## src/rtl/service_arbiter_pkg.sv

```systemverilog
// Shared types and sizes for the service arbiter: FSM states, service count, BCD word width.
// Pure declarations; carries no timing and no flow control.
package service_arbiter_pkg;

  localparam int NUM_SVC = 4;
  localparam int BCD_W   = 16;

  typedef enum logic [1:0] {
    IDLE     = 2'd0,
    GRANT    = 2'd1,
    HANDOVER = 2'd2
  } arb_state_t;

  // Fixed priority: lowest set index wins.
  function automatic logic [1:0] lowest_req(input logic [NUM_SVC-1:0] req);
    lowest_req = 2'd0;
    for (int i = NUM_SVC - 1; i >= 0; i--) begin
      if (req[i]) lowest_req = 2'(i);
    end
  endfunction

endpackage

```

## src/rtl/service_arbiter_if.sv

```systemverilog
// Switch, push and display bundle between the service arbiter and its surroundings.
// Plain level signals; no handshake and no backpressure.
interface service_arbiter_if;
  import service_arbiter_pkg::*;

  logic [NUM_SVC-1:0]       spdt;
  logic                     push_m;
  logic [NUM_SVC*BCD_W-1:0] svc_data;
  logic [NUM_SVC-1:0]       svc_en;
  logic [NUM_SVC-1:0]       push_lvl;
  logic [NUM_SVC-1:0]       push_pulse;
  logic [3:0]               an;
  logic [3:0]               bcd;

  modport master (
    output spdt, push_m, svc_data,
    input  svc_en, push_lvl, push_pulse, an, bcd
  );

  modport slave (
    input  spdt, push_m, svc_data,
    output svc_en, push_lvl, push_pulse, an, bcd
  );

endinterface

```

## src/rtl/service_arbiter_push_conditioner.sv

```systemverilog
// Push button conditioner: 2-flop sync, debounce, rising-edge pulse; level lags raw by 2+DEBOUNCE_CYCLES.
// Rise pulse is registered alongside the level change; no backpressure.
module push_conditioner #(
  parameter int DEBOUNCE_CYCLES = 4
) (
  input  logic clk,
  input  logic reset,
  input  logic push_raw,
  output logic lvl,
  output logic rise,
  output logic released
);

  localparam int CNT_W = $clog2(DEBOUNCE_CYCLES + 1);

  logic             sync1, sync2;
  logic [CNT_W-1:0] cnt;

  always_ff @(posedge clk) begin
    if (reset) begin
      sync1 <= 1'b0;
      sync2 <= 1'b0;
      cnt   <= '0;
      lvl   <= 1'b0;
      rise  <= 1'b0;
    end else begin
      sync1 <= push_raw;
      sync2 <= sync1;
      rise  <= 1'b0;
      if (sync2 != lvl) begin
        if (cnt == CNT_W'(DEBOUNCE_CYCLES - 1)) begin
          lvl  <= sync2;
          rise <= sync2;
          cnt  <= '0;
        end else begin
          cnt <= cnt + 1'b1;
        end
      end else begin
        cnt <= '0;
      end
    end
  end

  // Low and not mid-way through accepting a press: a genuine release.
  assign released = !lvl && !sync2;

endmodule

```

## src/rtl/service_arbiter.sv

```systemverilog
// Grants one of four services from SPDT requests, routes the debounced push and scans the owner's BCD word.
// spdt edge to svc_en takes 3 cycles; no backpressure, every input is sampled each cycle.
module service_arbiter
  import service_arbiter_pkg::*;
#(
  parameter int DEBOUNCE_CYCLES = 4,
  parameter int SCAN_CYCLES     = 4
) (
  input logic              clk,
  input logic              reset,
  service_arbiter_if.slave bus
);

  localparam int SCAN_W = (SCAN_CYCLES > 1) ? $clog2(SCAN_CYCLES) : 1;

  logic [NUM_SVC-1:0] spdt_s1, spdt_s2;
  arb_state_t         state;
  logic [1:0]         owner;
  logic [NUM_SVC-1:0] svc_en_q;
  logic               lock;
  logic               push_lvl_int, push_rise, push_released;
  logic [SCAN_W-1:0]  scan_cnt;
  logic [1:0]         digit;
  logic               granted;
  logic [BCD_W-1:0]   word;
  logic [3:0]         an_d, bcd_d;

  push_conditioner #(
    .DEBOUNCE_CYCLES(DEBOUNCE_CYCLES)
  ) u_push (
    .clk      (clk),
    .reset    (reset),
    .push_raw (bus.push_m),
    .lvl      (push_lvl_int),
    .rise     (push_rise),
    .released (push_released)
  );

  always_ff @(posedge clk) begin
    if (reset) begin
      spdt_s1  <= '0;
      spdt_s2  <= '0;
      state    <= IDLE;
      owner    <= 2'd0;
      svc_en_q <= '0;
      lock     <= 1'b0;
    end else begin
      spdt_s1 <= bus.spdt;
      spdt_s2 <= spdt_s1;
      unique case (state)
        IDLE, HANDOVER: begin
          if (|spdt_s2) begin
            state    <= GRANT;
            owner    <= lowest_req(spdt_s2);
            svc_en_q <= NUM_SVC'(1) << lowest_req(spdt_s2);
            lock     <= 1'b1;
          end else begin
            state    <= IDLE;
            svc_en_q <= '0;
          end
        end
        GRANT: begin
          // A push already held (or being accepted) at grant time must be released first.
          if (push_released) lock <= 1'b0;
          if (!spdt_s2[owner]) begin
            state    <= HANDOVER;
            svc_en_q <= '0;
          end
        end
        default: begin
          state    <= IDLE;
          svc_en_q <= '0;
        end
      endcase
    end
  end

  always_ff @(posedge clk) begin
    if (reset) begin
      scan_cnt <= '0;
      digit    <= 2'd0;
    end else if (scan_cnt == SCAN_W'(SCAN_CYCLES - 1)) begin
      scan_cnt <= '0;
      digit    <= digit + 2'd1;
    end else begin
      scan_cnt <= scan_cnt + 1'b1;
    end
  end

  assign granted = (state == GRANT);

  always_comb begin
    word  = bus.svc_data[{owner, 4'b0000} +: BCD_W];
    an_d  = 4'b1111;
    bcd_d = 4'd0;
    if (granted) begin
      an_d  = ~(4'b0001 << digit);
      bcd_d = word[{digit, 2'b00} +: 4];
    end
  end

  assign bus.svc_en     = svc_en_q;
  assign bus.push_lvl   = (granted && !lock && push_lvl_int) ? svc_en_q : '0;
  assign bus.push_pulse = (granted && !lock && push_rise)    ? svc_en_q : '0;
  assign bus.an         = an_d;
  assign bus.bcd        = bcd_d;

endmodule

```

## src/flat_wrapper.sv

```systemverilog
// flat-port wrapper written by rule: the top's interface ports become plain ports
module service_arbiter_flat import service_arbiter_pkg::*;
#(
  parameter int DEBOUNCE_CYCLES = 4,
  parameter int SCAN_CYCLES     = 4
)
  (clk, reset, bus_spdt, bus_push_m, bus_svc_data, bus_svc_en, bus_push_lvl, bus_push_pulse, bus_an, bus_bcd);
  service_arbiter_if bus_i ();
  input logic clk;
  input logic reset;
  input wire logic [$bits(bus_i.spdt)-1:0] bus_spdt;
  input wire logic [$bits(bus_i.push_m)-1:0] bus_push_m;
  input wire logic [$bits(bus_i.svc_data)-1:0] bus_svc_data;
  output wire logic [$bits(bus_i.svc_en)-1:0] bus_svc_en;
  output wire logic [$bits(bus_i.push_lvl)-1:0] bus_push_lvl;
  output wire logic [$bits(bus_i.push_pulse)-1:0] bus_push_pulse;
  output wire logic [$bits(bus_i.an)-1:0] bus_an;
  output wire logic [$bits(bus_i.bcd)-1:0] bus_bcd;
  assign bus_i.spdt = bus_spdt;
  assign bus_i.push_m = bus_push_m;
  assign bus_i.svc_data = bus_svc_data;
  assign bus_svc_en = bus_i.svc_en;
  assign bus_push_lvl = bus_i.push_lvl;
  assign bus_push_pulse = bus_i.push_pulse;
  assign bus_an = bus_i.an;
  assign bus_bcd = bus_i.bcd;
  service_arbiter #(.DEBOUNCE_CYCLES(DEBOUNCE_CYCLES), .SCAN_CYCLES(SCAN_CYCLES)) u_core (.clk(clk), .reset(reset), .bus(bus_i));
endmodule
```

## config.mk

```make
export PLATFORM = sky130hd
export DESIGN_NAME = service_arbiter_flat
export DESIGN_NICKNAME = d
export VERILOG_FILES = /design/src/rtl/service_arbiter_pkg.sv /design/src/rtl/service_arbiter_if.sv /design/src/rtl/service_arbiter_push_conditioner.sv /design/src/rtl/service_arbiter.sv /design/src/flat_wrapper.sv
export SDC_FILE = /design/constraint.sdc
export NUM_CORES = 1
export LEC_CHECK = 0
export ABC_AREA = 1
export BUFFER_PORTS_ARGS = -buffer_cell sky130_fd_sc_hd__buf_2
export CAP_MARGIN = 10
export CELL_PAD_IN_SITES_DETAIL_PLACEMENT = 1
export CELL_PAD_IN_SITES_GLOBAL_PLACEMENT = 2
export CORE_UTILIZATION = 22
export CTS_CLUSTER_SIZE = 8
export DETAILED_ROUTE_END_ITERATION = 12
export MAX_ROUTING_LAYER = met4
export PLACE_DENSITY_LB_ADDON = 0.1
export SLEW_MARGIN = 10
export SYNTH_ARGS = -nofsm -noshare
export SYNTH_HDL_FRONTEND = slang
export SYNTH_HIERARCHICAL = 1
export SYNTH_SLANG_ARGS = --single-unit
```

## constraint.sdc

```tcl
create_clock -name clk -period 1.48 [get_ports clk]
set_input_delay 0.074 -clock clk [delete_from_list [all_inputs] [get_ports clk]]
set_output_delay 0.074 -clock clk [all_outputs]
set_load 0.05 [all_outputs]
```

### After elaboration in Yosys (flattened, before gate mapping)

Cells that the tools add are included.

| word-level totals | value |
|---|---|
| flip-flop bits (word level) | 28 |
| input port bits | 71 |

| operators by class | value |
|---|---|
| muxes and demuxes | 22 |
| bitwise logic cells | 3 |
| eq/ne operators | 8 |
| add/sub/neg operators | 3 |
| shift operators | 4 |
| $lt $le $gt $ge | 1 |
| reductions and logical operators | 17 |

Operator list:

| kind | count |
|---|---|
| 64-bit by 7-bit indexed part select with 16-bit output | 1 |
| 4-bit 2-to-1 mux | 6 |
| 2-bit 2-to-1 mux | 8 |
| 16-bit by 5-bit indexed part select with 4-bit output | 1 |
| 4-bit one-hot mux with 2 select lines | 1 |
| 1-bit by 2-bit << shifter with 4-bit output, first input constant | 2 |
| 3-bit OR reduction | 2 |
| 2-bit by 1-bit adder with 2-bit output, second input constant | 2 |
| 2-bit == test, second input constant | 2 |
| 1-bit logical AND | 4 |
| 1-bit 2-to-1 mux | 4 |
| 2-bit by 1-bit != test with 1-bit output, second input constant | 2 |
| 4-bit NOT | 1 |
| 2-bit one-hot mux with 2 select lines | 1 |
| 2-bit AND reduction | 2 |
| 2-bit OR reduction | 2 |
| 4-bit OR reduction | 1 |
| 3-bit by 1-bit adder with 3-bit output, second input constant | 1 |
| 3-bit by 2-bit == test with 1-bit output, second input constant | 1 |
| 1-bit zero test | 3 |
| 2-bit by 3-bit < comparator with 1-bit output, second input constant | 1 |
| 3-bit AND reduction | 1 |
| 1-bit binary-select mux with 2-bit select | 1 |
| 2-bit by 1-bit == test with 1-bit output, second input constant | 1 |
| 6 further kinds | 7 |

### Depth between registers and ports, before layout

| logic depth | value |
|---|---|
| depth after elaboration | 10 |
| mapped depth | 9 |
| mapped depth without buffers | 7 |

### Modules after synthesis

Netlist, hierarchy kept.

By module, submodules not included:

| module | times used | area an instance (sq um) | cells an instance | seq. area each (sq um) |
|---|---|---|---|---|
| service_arbiter | 1 | 1665.3 | 298 | 420.4 |
| push_conditioner | 1 | 274.0 | 33 | 140.1 |

### Worst setup path after synthesis

Ideal clock, no wire load.

| timing path | value |
|---|---|
| kind | register to output |
| start | register u_core.digit[0] |
| end | output bus_bcd[0] |
| arrival time | 1673 ps |
| path buffers | 1 |
| cell stages (with the launch flop) | 6 |
| slack | -267 ps |
| cell sequence | dfxtp_1 > buf_4 > clkinv_1 > nand3_1 > nand3_1 > a21oi_1 |

| between the ends | value |
|---|---|
| word-level cells in the longest chain between the ends | 2 |

Ends and longest elaborated chain:

| item | RTL line | source |
|---|---|---|
| start: declaration | service_arbiter.sv:23 | `logic [1:0] digit;` |
| start signal: assignment | service_arbiter.sv:84 | `digit <= digit + 2'd1;` |
| 16-bit by 5-bit indexed part select with 4-bit output | service_arbiter.sv:98 | `bcd_d = word[{digit, 2'b00} +: 4];` |
| 4-bit 2-to-1 mux | service_arbiter.sv:96 | `if (granted) begin` |
| end: declaration | flat_wrapper.sv:18 | `output wire logic [$bits(bus_i.bcd)-1:0] bus_bcd;` |

No other way between the ends.

### Worst setup path in the final report

| timing path | value |
|---|---|
| start | register u_core.owner[0] |
| end | output bus_bcd[3] |

| between the ends | value |
|---|---|
| word-level cells in the longest chain between the ends | 3 |

Ends and longest elaborated chain:

| item | RTL line | source |
|---|---|---|
| start: declaration | service_arbiter.sv:18 | `logic [1:0] owner;` |
| start signal: assignment | service_arbiter.sv:54 | `owner <= lowest_req(spdt_s2);` |
| 64-bit by 7-bit indexed part select with 16-bit output | service_arbiter.sv:93 | `word = bus.svc_data[{owner, 4'b0000} +: BCD_W];` |
| 16-bit by 5-bit indexed part select with 4-bit output | service_arbiter.sv:98 |  |
| 4-bit 2-to-1 mux | service_arbiter.sv:96 |  |

No other way between the ends.

==> impl_metrics.py <==
metrics = {
    "outcome": {
        "status": "complete, but fails checks",
        "violations": "negative setup slack",
    },
    "worst_setup_path": {
        "max_stage_delay_ns": 0.40,
        "path_class": "reg2out",
        "reg2reg_from": "u_core/owner[0]",
        "r2r_cells": 9,
        "reg2reg_setup_slack_ns": 0.12,
        "critPathArrivalTime_ns": 1.63,
        "cpMaxStageDelayCell": "dfxtp_4",
        "path_common_cell": "nand2_1",
        "crit_path_start_kind": "flop",
        "end_kind": "primary output",
        "reg2reg_to": "u_core/bus.svc_en[2]",
        "cp.required_ns": 1.41,
        "cp_cell_sequence": "buf_12 > inv_6 > nand2_1 > nand2_1 > nand2_1 > nand3_2 > nand3_1 > a21oi_2 > buf_6",
        "crit_fanout": 8,
    },
    "synth": {
        "synth_xor_area_share_pct": 0.452,
        "synth_top_family_by_area": "simple AND/OR/NAND/NOR gates",
        "syn_nets": 410,
        "synth_mux_area_share_pct": 0,
        "avgSynthCellArea_um2": 5.86,
        "synthCells": 331,
        "synth.cell_area_um2": 1940,
        "synth-compound-area-share_pct": 3.68,
        "ys_seq_area_share_pct": 28.9,
        "synth_adder_area_share_pct": 5.16,
        "ys_ff_latch": 28,
        "synth_top_cell_by_area": "dfxtp_1",
        "synth_area_leaders": "dfxtp_1, nand2_1, nand3_1",
        "ys_types": 23,
        "yosys.area_share.simple_pct": 43.8,
        "yosys_warnings": 6,
        "netlist.area_leader.share_pct": 28.9,
    },
    "grt": {
        "track_usage_pct": 15.6,
        "antenna_found_initial": 0,
        "grt_pass1_wl_um": 10900,
        "grt_pass1_vias": 2384,
        "grt_max_degree": 26,
        "grt.overflow.total": 0,
    },
    "placement": {
        "placed_area_um2": 2540,
        "gp_congestion": 0.743,
        "place_inst": 523,
        "dpl.hpwl_um": 5230,
        "place_ws_ns": -0.107,
        "port_buffers": 90,
    },
    "clock_tree": {
        "numCtsBuffers": 3,
        "cts_max_path_buffers": 2,
        "numClockSinks": 28,
        "cts_max_level": 1,
        "clk_latency_ns": 0.27,
        "clk_pin_slew_ns": 0.10,
        "root_buffer": "clkbuf_8",
        "cts_tree": "built",
    },
    "route": {
        "drt_first_pass_iters": 4,
        "vias": 2309,
        "wl_um": 6710,
        "routed_via_density": 4.28,
        "routedWlPerCell_um": 12.4,
        "drc": 0,
        "ant_nets": 0,
        "drtIter0Drc": 24,
    },
    "sta": {
        "fin_crit_ns": 1.71,
        "rsz0062_at_grt": "yes",
        "final_max_slew_viol_count": 0,
        "max_freq_ghz": 0.586,
        "fin_ws_ns": -0.226,
        "worst_pin_slew_ns": 0.458,
        "fin_skew_ns": 0.0117,
        "hold_violations": 0,
        "finalCritPeriodShare_pct": 115,
        "setup_viol": 4,
        "max_slew_margin_pct": 69.4,
    },
    "floorplanning": {
        "die_width_um": 95.9,
        "initial_core_util_pct": 23.1,
        "die_area_um2": 9190,
        "die_h_um": 95.9,
        "num_rows": 33,
        "core_um2": 8380,
        "io-pin-count": 91,
    },
    "final_layout": {
        "area_delta_synth_final_pct": 54.5,
        "final_cells": 539,
        "final-seq-area_um2": 567,
        "drive_gt1_share_pct": 36.4,
        "antenna_cells": 0,
        "nets": 514,
        "multi_input_area_um2": 1180,
        "fin_area_um2": 3000,
        "fin_util_pct": 35.8,
        "fill_cells": 1127,
    },
    "worst_hold_path": {
        "min_path_type": "in2reg",
        "worstHoldStart": "bus_push_m",
        "hold_path_end": "u_core/u_push/sync1",
        "hold_depth": 3,
    },
    "power": {
        "p_total_uw": 2190,
        "powerDensity_nw_per_um2": 729,
        "internal-power_uw": 1490,
        "leakagePower_uw": 0.00159,
        "pwr-share-seq_pct": 37.7,
        "p_sw_share_pct": 32.0,
        "clock_power_share_pct": 27.2,
        "ir_worst_vdd_uv": 500,
        "power_frac_comb_pct": 35.1,
        "p_switching_uw": 700,
    },
    "flow_run": {
        "cap_violations": 0,
    },
}
[cells in the final DEF (no fill, tap or decap), types with 3 or more instances in the layout]
master         netlist  final
a21oi_1             11      6
a21oi_2              0      5
buf_12               0      3
buf_2                2     74
buf_4                5     15
buf_6                4      8
buf_8                0      3
clkbuf_8             0      3
dfxtp_1             28     25
dlygate4sd3_1        0      4
ha_1                 8      8
inv_1               58     57
inv_2                3      3
nand2_1            118    111
nand2_2              0      7
nand3_1             48     31
nand3_2              1     17
nor2_1              31     27
nor2_2               1      3
nor2_4               1      3
nor3_1               3      3
[sequential cells by signal (all words and copies together) (netlist names)]
name	count
u_core/u_push/lvl	1
u_core/digit	2
u_core/u_push/rise	1
u_core/u_push/sync1	1
u_core/u_push/sync2	1
u_core/spdt_s2	4
u_core/bus.svc_en	4
u_core/lock	1
u_core/owner	2
u_core/u_push/cnt	3
u_core/state	2
u_core/scan_cnt	2
u_core/spdt_s1	4
[repair_timing]
| item | 4_1_cts | 5_1_grt |
|---|---|---|
| hold buffers | 4 | 0 |
| gates cloned | 3 | 1 |
| resized for setup | 36 | 43 |
| hold endpoints to repair | 4 | 0 |
| setup buffers | 4 | 1 |
| endpoints found under the setup margin | 14 | 20 |
| pin swaps | 11 | 13 |
[per-layer routing]
metal / track usage (%) / share of wire [%] / up-vias / wire length, um
met1: 17.1 / 41 / 1051 / 2720
met2: 30.5 / 54 / 57 / 3600
li1: - / - / 1199 / -
met3: 1.66 / 5.3 / 2 / 356
met5: - / 0 / - / 0
met4: 2.99 / 0.48 / 0 / 32
[cells by family (layout without fill, tap and decap cells)]
family,after synthesis,in the layout
adders and majority gates,8,8
xor gates and xnor gates,1,1
AOI/OAI and AO/OA,13,13
and+or+nand+nor,204,204
DFF,28,28
buffers and inverters,77,180
[cells in the mapped netlist]
| master | number |
|---|---|
| ha_1 | 8 |
| clkinv_1 | 1 |
| nor2_2 | 1 |
| xnor2_1 | 1 |
| nand3_2 | 1 |
| inv_2 | 3 |
| nor3b_1 | 1 |
| nor2_4 | 1 |
| a211oi_1 | 1 |
| clkbuf_1 | 2 |
| inv_8 | 1 |
| nand2_1 | 118 |
| inv_1 | 58 |
| nor3_1 | 3 |
| a21oi_1 | 11 |
| buf_6 | 4 |
| nand3_1 | 48 |
| a221oi_1 | 1 |
| buf_4 | 5 |
| nor2_1 | 31 |
| buf_2 | 2 |
| clkinv_2 | 1 |
| dfxtp_1 | 28 |
[through the flow]
| stage | hold WS (ns) | setup TNS (ns) |
|---|---|---|
| CTS | 0.00101 | -0.934 |
| floorplan | 0.145 | -0.0738 |
| detailed placement | 0.285 | -0.300 |
| global route | 0.00366 | -1.93 |
| global placement | 0.272 | -0.260 |
| finish | 0.00592 | -0.854 |
[power by group through the flow]
stage          combinational [uW]  sequential, uW  clock [uW]
4_1_cts                       759             822         623
6_report                      768             823         595
3_5_place_dp                  634             834           0
3_3_place_gp                  632             831           0
5_1_grt                       862             830         660
2_1_floorplan                 414             835           0
[final cells by class]
| class | instances | area share (%) |
|---|---|---|
| clock buffers | 3 | 1.38 |
| clock inverters | 1 | 1.00 |
| inverters | 64 | 8.77 |
| multi-input cells | 226 | 39.3 |
| flip-flops and latches | 28 | 18.9 |
| well taps | 105 | 4.38 |
| repair buffers | 110 | 25.4 |
| repair inverters | 2 | 0.835 |
[how the worst max path moves through the flow]
stage	slack [ns]	to	startpoint	depth (start not counted)
6_report	-0.23	bus_bcd[3]	u_core/owner[0]	9
5_1_grt	-0.31	bus_bcd[2]	u_core/owner[0]	8
4_1_cts	-0.24	bus_bcd[2]	u_core/owner[0]	8
3_5_place_dp	-0.11	bus_bcd[3]	u_core/owner[0]	9
3_3_place_gp	-0.1	bus_bcd[3]	u_core/owner[0]	9
2_1_floorplan	-0.009	bus_push_lvl[0]	u_core/bus.svc_en[0]	2
[worst max-delay path, delay by kind of cell (launching register included)]
| kind | cells | cell delay, ns |
|---|---|---|
| buf+inv | 3 | 0.44 |
| flops | 1 | 0.40 |
| simple gates | 5 | 0.33 |
| compound gates | 1 | 0.18 |
Note: power is estimated with default switching activity, not from simulation.
